$ cat src/rtl/pattern_rotator_if.sv
`default_nettype none
// ============================================================================
// Module   : pattern_rotator_if
// Purpose  : Control, write-handshake and display bus of pattern_rotator.
//            master = command side (UART decoder), slave = the rotator.
// Signals  : run, dir, step_div, step_req   rotation control (master -> slave)
//            wr_valid, wr_addr, wr_data     slot write request (master -> slave)
//            wr_ready                       write can be accepted (slave -> master)
//            reg_out, pos, step_pulse       display bus and status (slave -> master)
// Revision : 1.0 - initial release
// ============================================================================
interface pattern_rotator_if #(
  parameter int WIDTH = 8,
  parameter int SIZE  = 16,
  parameter int DIV_W = 24
);
  localparam int AW = (SIZE > 1) ? $clog2(SIZE) : 1;

  logic                  run;
  logic                  dir;
  logic [DIV_W-1:0]      step_div;
  logic                  step_req;
  logic                  wr_valid;
  logic                  wr_ready;
  logic [AW-1:0]         wr_addr;
  logic [WIDTH-1:0]      wr_data;
  logic [WIDTH*SIZE-1:0] reg_out;
  logic [AW-1:0]         pos;
  logic                  step_pulse;

  modport master (
    output run, dir, step_div, step_req, wr_valid, wr_addr, wr_data,
    input  wr_ready, reg_out, pos, step_pulse
  );

  modport slave (
    input  run, dir, step_div, step_req, wr_valid, wr_addr, wr_data,
    output wr_ready, reg_out, pos, step_pulse
  );
endinterface
`default_nettype wire

$ cat src/rtl/pattern_rotator.sv
`default_nettype none
// ============================================================================
// Module   : pattern_rotator
// Purpose  : Circular rotator of SIZE slots x WIDTH bits. Rotates left/right
//            every step_div+1 cycles while running; accepts slot writes and
//            single-step requests while paused.
// Ports    : clk     clock
//            rst_n   asynchronous active-low reset
//            bounce  (PATTERN_ROTATOR_BOUNCE_EN only) ping-pong enable
//            bus     pattern_rotator_if.slave (control, write, display bus)
// Options  : `define PATTERN_ROTATOR_BOUNCE_EN adds the bounce input and an
//            internal direction flag that reverses every SIZE-1 steps.
// Revision : 1.0 - initial release
// ============================================================================
module pattern_rotator #(
  parameter int WIDTH = 8,
  parameter int SIZE  = 16,
  parameter int DIV_W = 24
) (
  input  wire logic clk,
  input  wire logic rst_n,
`ifdef PATTERN_ROTATOR_BOUNCE_EN
  input  wire logic bounce,
`endif
  pattern_rotator_if.slave bus
);

  localparam int AW = (SIZE > 1) ? $clog2(SIZE) : 1;
  localparam logic [AW-1:0] c_last = AW'(SIZE - 1);

  typedef enum logic [0:0] {
    ST_PAUSED  = 1'b0,
    ST_RUNNING = 1'b1
  } state_t;

  state_t           r_state;
  logic             r_run;        // run as seen by the controller, one cycle late
  logic [DIV_W-1:0] r_cnt;
  logic [WIDTH-1:0] r_slot [SIZE];
  logic [AW-1:0]    r_pos;
  logic             r_step_pulse;
  logic             r_wr_ready;

  logic             w_step;
  logic             w_dir;
  logic             w_wr_en;
  logic [AW-1:0]    w_pos_next;
  logic [WIDTH-1:0] w_rot  [SIZE];
  logic [WIDTH-1:0] w_next [SIZE];

`ifdef PATTERN_ROTATOR_BOUNCE_EN
  localparam logic [AW-1:0] c_turn = AW'(SIZE - 2);
  logic          r_bflag;
  logic [AW-1:0] r_bcnt;
  assign w_dir = bounce ? r_bflag : bus.dir;
`else
  assign w_dir = bus.dir;
`endif

  // Running steps on the prescaler; paused steps only on request. The >=
  // compare keeps a shrinking step_div from stranding the counter.
  assign w_step = (r_state == ST_RUNNING) ? (r_cnt >= bus.step_div) : bus.step_req;

  // Out-of-range addresses still complete the handshake but change nothing.
  assign w_wr_en = bus.wr_valid & r_wr_ready &
                   ({1'b0, bus.wr_addr} <= {1'b0, c_last});

  always_comb begin
    w_pos_next = r_pos;
    if (w_dir) w_pos_next = (r_pos == '0) ? c_last : (r_pos - AW'(1));
    else       w_pos_next = (r_pos == c_last) ? '0 : (r_pos + AW'(1));
  end

  always_comb begin
    for (int i = 0; i < SIZE; i++) begin
      if (w_dir) w_rot[i] = r_slot[(i + 1) % SIZE];
      else       w_rot[i] = r_slot[(i + SIZE - 1) % SIZE];
    end
  end

  // Rotation first, then the write lands on the rotated array.
  always_comb begin
    for (int i = 0; i < SIZE; i++) begin
      w_next[i] = w_step ? w_rot[i] : r_slot[i];
    end
    if (w_wr_en) w_next[bus.wr_addr] = bus.wr_data;
  end

  always_ff @(posedge clk or negedge rst_n) begin
    if (!rst_n) begin
      r_state      <= ST_PAUSED;
      r_run        <= 1'b0;
      r_cnt        <= '0;
      r_pos        <= '0;
      r_step_pulse <= 1'b0;
      r_wr_ready   <= 1'b0;
      for (int i = 0; i < SIZE; i++) r_slot[i] <= WIDTH'(i);
`ifdef PATTERN_ROTATOR_BOUNCE_EN
      r_bflag      <= 1'b0;
      r_bcnt       <= '0;
`endif
    end else begin
      r_run        <= bus.run;
      r_wr_ready   <= (r_state == ST_PAUSED);
      r_step_pulse <= w_step;
      for (int i = 0; i < SIZE; i++) r_slot[i] <= w_next[i];
      if (w_step) r_pos <= w_pos_next;

      case (r_state)
        ST_PAUSED: begin
          if (r_run) begin
            r_state <= ST_RUNNING;
            r_cnt   <= '0;
          end
        end
        ST_RUNNING: begin
          // A step due on the leaving edge still happens.
          if (w_step)     r_cnt <= '0;
          else if (r_run) r_cnt <= r_cnt + DIV_W'(1);
          if (!r_run) r_state <= ST_PAUSED;
        end
        default: r_state <= ST_PAUSED;
      endcase

`ifdef PATTERN_ROTATOR_BOUNCE_EN
      if (!bounce || (r_state == ST_PAUSED && r_run)) begin
        r_bflag <= bus.dir;
        r_bcnt  <= '0;
      end else if (w_step) begin
        if (r_bcnt == c_turn) begin
          r_bcnt  <= '0;
          r_bflag <= ~r_bflag;
        end else begin
          r_bcnt  <= r_bcnt + AW'(1);
        end
      end
`endif
    end
  end

  generate
    for (genvar gi = 0; gi < SIZE; gi++) begin : g_flat
      assign bus.reg_out[gi*WIDTH +: WIDTH] = r_slot[gi];
    end
  endgenerate

  assign bus.pos        = r_pos;
  assign bus.step_pulse = r_step_pulse;
  assign bus.wr_ready   = r_wr_ready;

endmodule
`default_nettype wire

$ cat src/flat_wrapper.sv
// flat-port wrapper written by rule: the top's interface ports become plain ports
module pattern_rotator_flat 
#(
  parameter int WIDTH = 8,
  parameter int SIZE  = 16,
  parameter int DIV_W = 24
)
  (clk, rst_n, bus_run, bus_dir, bus_step_div, bus_step_req, bus_wr_valid, bus_wr_addr, bus_wr_data, bus_wr_ready, bus_reg_out, bus_pos, bus_step_pulse);
  pattern_rotator_if #(.WIDTH(WIDTH), .SIZE(SIZE), .DIV_W(DIV_W)) bus_i ();
  input  wire logic clk;
  input  wire logic rst_n;
  input wire logic [$bits(bus_i.run)-1:0] bus_run;
  input wire logic [$bits(bus_i.dir)-1:0] bus_dir;
  input wire logic [$bits(bus_i.step_div)-1:0] bus_step_div;
  input wire logic [$bits(bus_i.step_req)-1:0] bus_step_req;
  input wire logic [$bits(bus_i.wr_valid)-1:0] bus_wr_valid;
  input wire logic [$bits(bus_i.wr_addr)-1:0] bus_wr_addr;
  input wire logic [$bits(bus_i.wr_data)-1:0] bus_wr_data;
  output wire logic [$bits(bus_i.wr_ready)-1:0] bus_wr_ready;
  output wire logic [$bits(bus_i.reg_out)-1:0] bus_reg_out;
  output wire logic [$bits(bus_i.pos)-1:0] bus_pos;
  output wire logic [$bits(bus_i.step_pulse)-1:0] bus_step_pulse;
  assign bus_i.run = bus_run;
  assign bus_i.dir = bus_dir;
  assign bus_i.step_div = bus_step_div;
  assign bus_i.step_req = bus_step_req;
  assign bus_i.wr_valid = bus_wr_valid;
  assign bus_i.wr_addr = bus_wr_addr;
  assign bus_i.wr_data = bus_wr_data;
  assign bus_wr_ready = bus_i.wr_ready;
  assign bus_reg_out = bus_i.reg_out;
  assign bus_pos = bus_i.pos;
  assign bus_step_pulse = bus_i.step_pulse;
  pattern_rotator #(.WIDTH(WIDTH), .SIZE(SIZE), .DIV_W(DIV_W)) u_core (.clk(clk), .rst_n(rst_n), .bus(bus_i));
endmodule
$ cat config.mk
export PLATFORM = sky130hd
export DESIGN_NAME = pattern_rotator_flat
export DESIGN_NICKNAME = d
export VERILOG_FILES = /design/src/rtl/pattern_rotator_if.sv /design/src/rtl/pattern_rotator.sv /design/src/flat_wrapper.sv
export SDC_FILE = /design/constraint.sdc
export NUM_CORES = 1
export LEC_CHECK = 0
export CORE_UTILIZATION = 45
export DETAILED_ROUTE_END_ITERATION = 16
export HOLD_SLACK_MARGIN = 0.08
export PLACE_DENSITY = 0.7
export SLEW_MARGIN = 15
export SYNTH_ARGS = -nofsm -noshare
export SYNTH_HDL_FRONTEND = slang
export SYNTH_SLANG_ARGS = --single-unit
$ cat constraint.sdc
create_clock -name clk -period 4.69 [get_ports clk]
set_input_delay 1.1725 -clock clk [delete_from_list [all_inputs] [get_ports clk]]
set_output_delay 1.1725 -clock clk [all_outputs]
set_load 0.005 [all_outputs]
==> out/metrics.csv <==
metric,value,unit
outcome,completed,
fin_setup_tns,0,ps
dominantRegCellSynth,sky130_fd_sc_hd__dfrtp_1,
final_hold_viols,0,
maximum_net_fanout_on_the_critical_path,130,
initial_utilization,46.41,%
globalRoute.totalOverflow,0,
multi_input_comb_area,0.005255,mm^2
cap_violations,0,
synth-edff-count,0,
drt_iter0_markers,1097,
vias_per_cell,5.964,
die_y,149.9,um
proportion_of_layout_cells_with_a_drive_suffix_above_1,6.928,%
dieWidth,149.9,um
cts-htree-levels,4,
timing.critical_path.arrival,4160,ps
path_clk_slew,70,ps
rows,53,
postRouteAntennaNets,0,
grt_pass1_wl,49.94,mm
cts_setup_buffers,0,
synth_fp_nets,1242,
routed-via-count,9393,
regArea,0.004044,mm^2
finalInstanceArea,0.01229,mm^2
synth_area,0.009848,mm^2
post_dp_cell_area,0.01172,mm^2
cp_data_required_time,5030,ps
dpl.hpwl,20.63,mm
grt_start_max_net_pins,131,
static-leakage-power,4.514,nW
fmaxAchievable,261.9,MHz
cts.sink_count,160,
most-common-layout-cells,"173 x sky130_fd_sc_hd__clkdlybuf4s50_1, 154 x sky130_fd_sc_hd__nor2_1, 149 x sky130_fd_sc_hd__nand2_1, 137 x sky130_fd_sc_hd__o31ai_1, 129 x sky130_fd_sc_hd__a211oi_1",
cts_tree,built,
layout_commonest_cell,sky130_fd_sc_hd__clkdlybuf4s50_1,
placement.io_buffers,175,
flow.area_growth_from_synthesis,24.80,%
track_usage,28.63,%
number_of_hold_buffers_added_after_cts,0,
filler_cell_count,1902,
floorplan.die_area,0.02248,mm^2
finalCriticalPeriod,3818,ps
antenna_found_initial,0,
power-per-cell-area,425.8,mW/mm^2
final_cycle_share,81.41,%
postSynthAreaPerCell,8.403,um^2
synth.distinct_cells,48,
worst_setup_path_end_kind,register,
tritoncts.num_buffers,17,
cts_root_buffer,sky130_fd_sc_hd__clkbuf_16,
async_reset_ff_share,100.0,%
timing.max_slew.rel_slack,25.65,%
synthesis.yosys.warnings,0,
maxSlewViolCount,0,
worstSkewPairLatency,440,ps
synthesis.instances,1172,
first_pass_iters,5,
seq_area_frac_synth,41.06,%
wire_per_inst,19.92,um
hold_path_class,reg2reg,
drt_drc,0,
ctsResizeCount,0,
setup_viol,0,
cp-start-kind,primary input,
cts.path.max_buffers,2,
fin_skew,13.58,ps
routed_wire_length,31.37,mm
worst-slew-pin-transition,1111,ps
ios,176,
final_net_count,1356,
vdd_ir_drop_max,0.2816,mV
setup.worst_path.class,in2reg,
synth.ff_latch_count,160,
first_global_vias,8804,
floorplan_core_area,0.02122,mm^2
gp_congestion,0.8505,
rsz0062_at_grt,false,
## critical path, stage by stage
cell	delay [ps]
sky130_fd_sc_hd__clkdlybuf4s50_1	450
sky130_fd_sc_hd__inv_1	40
sky130_fd_sc_hd__ha_1	290
sky130_fd_sc_hd__and3_1	180
sky130_fd_sc_hd__o21ai_1	120
sky130_fd_sc_hd__a311oi_1	130
sky130_fd_sc_hd__or3_1	520
sky130_fd_sc_hd__o21ai_4	260
sky130_fd_sc_hd__buf_12	420
sky130_fd_sc_hd__a211oi_1	110
sky130_fd_sc_hd__o31ai_1	260
## cells in the mapped netlist (2+ instances only)
library cell	instances	area, um^2
sky130_fd_sc_hd__a211oi_1	129	968.4
sky130_fd_sc_hd__a21oi_1	35	175.2
sky130_fd_sc_hd__a31oi_1	2	12.51
sky130_fd_sc_hd__and2_1	113	706.9
sky130_fd_sc_hd__and3_1	7	43.79
sky130_fd_sc_hd__and4_1	2	17.52
sky130_fd_sc_hd__buf_1	24	90.09
sky130_fd_sc_hd__buf_2	21	105.1
sky130_fd_sc_hd__buf_4	7	52.55
sky130_fd_sc_hd__clkbuf_1	41	153.9
sky130_fd_sc_hd__dfrtp_1	128	3203
sky130_fd_sc_hd__dfstp_2	32	840.8
sky130_fd_sc_hd__ha_1	28	350.3
sky130_fd_sc_hd__inv_1	39	146.4
sky130_fd_sc_hd__inv_2	2	7.510
sky130_fd_sc_hd__nand2_1	149	559.3
sky130_fd_sc_hd__nand2b_1	6	37.54
sky130_fd_sc_hd__nand3_1	18	90.09
sky130_fd_sc_hd__nand3b_1	2	15.01
sky130_fd_sc_hd__nand4_1	10	62.56
sky130_fd_sc_hd__nor2_1	154	578.1
sky130_fd_sc_hd__nor2b_1	19	118.9
sky130_fd_sc_hd__nor3_1	6	30.03
sky130_fd_sc_hd__o211ai_1	3	22.52
sky130_fd_sc_hd__o21ai_0	14	70.07
sky130_fd_sc_hd__o21ai_1	2	10.01
sky130_fd_sc_hd__o21ai_2	2	17.52
sky130_fd_sc_hd__o22ai_1	6	37.54
sky130_fd_sc_hd__o31ai_1	137	1028
sky130_fd_sc_hd__o32ai_1	2	17.52
sky130_fd_sc_hd__or3_1	6	37.54
sky130_fd_sc_hd__or4_1	8	60.06
sky130_fd_sc_hd__xor2_1	3	26.28
## worst paths after layout
kind,slack (ps),endpoint,depth (start not counted),start
max in group asynchronous,2880,u_core.bus.reg_out[78],2,rst_n
min,550,u_core.bus.pos[3],1,u_core.bus.pos[3]
max,870,u_core.bus.reg_out[29],11,bus_step_div[2]
min in group asynchronous,710,u_core.bus.pos[2],1,rst_n
max reg2reg,1640,u_core.bus.reg_out[29],9,u_core.r_cnt[2]
min reg2reg,550,u_core.bus.pos[3],1,u_core.bus.pos[3]
## cells by family (layout without fill, tap and decap cells)
logic type / after synthesis / in the layout / synth area share [%]
fa+ha+maj: 28 / 28 / 3.557
simple gates: 503 / 503 / 24.28
compound gates: 342 / 342 / 24.98
buf+inv: 135 / 262 / 5.755
flops: 160 / 160 / 41.06
other cells: 0 / 1 / 0
mux: 1 / 1 / 0.1016
xor+xnor: 3 / 3 / 0.2669
## area by class of cell
type	count	area share (%)
Tap cell	275	2.800
Clock inverter	13	1.028
Multi-Input combinational cell	877	42.76
Antenna cell	1	0.02036
Clock buffer	19	3.604
Timing Repair Buffer	189	15.61
Inverter	41	1.283
Sequential cell	160	32.90
## power by group
part	switching (mW)	internal, mW	total [mW]
clock network	0.627	0.754	1.38
registers	0.506	1.77	2.27
logic	0.637	0.944	1.58
total	1.77	3.46	5.23
## stage by stage
stage | instances | setup WS, ps | power (mW) | hold slack (ps) | util (%)
after floorplan | 1172 | 1425 | 2.812 | 484.4 | -
after global placement | 1542 | 596.5 | 3.815 | 537.0 | 55.22
after detailed placement | 1542 | 496.6 | 3.851 | 543.1 | 55.22
after CTS | 1574 | 941.7 | 5.234 | 555.0 | 57.91
after global routing | 1574 | 641.0 | 5.502 | 579.7 | 57.91
final | 1575 | 871.8 | 5.234 | 553.0 | 57.92
## flip-flops by register name, summed over array words and instances, names as in the netlist
| name | cells |
|---|---|
| u_core.r_cnt | 24 |
| u_core.r_run | 1 |
| u_core.bus.step_pulse | 1 |
| u_core.r_state | 1 |
| u_core.bus.wr_ready | 1 |
| u_core.bus.reg_out | 128 |
| u_core.bus.pos | 4 |
## per-layer routing
layer | vias up | share of wire, % | track usage (%)
met4 | 0 | 2.3 | 9.242
met1 | 4537 | 47 | 44.19
met3 | 56 | 6.3 | 3.628
met5 | - | 0 | 0
met2 | 383 | 44 | 40.86
li1 | 4417 | - | -
Power figures use the tool's default switching activity.
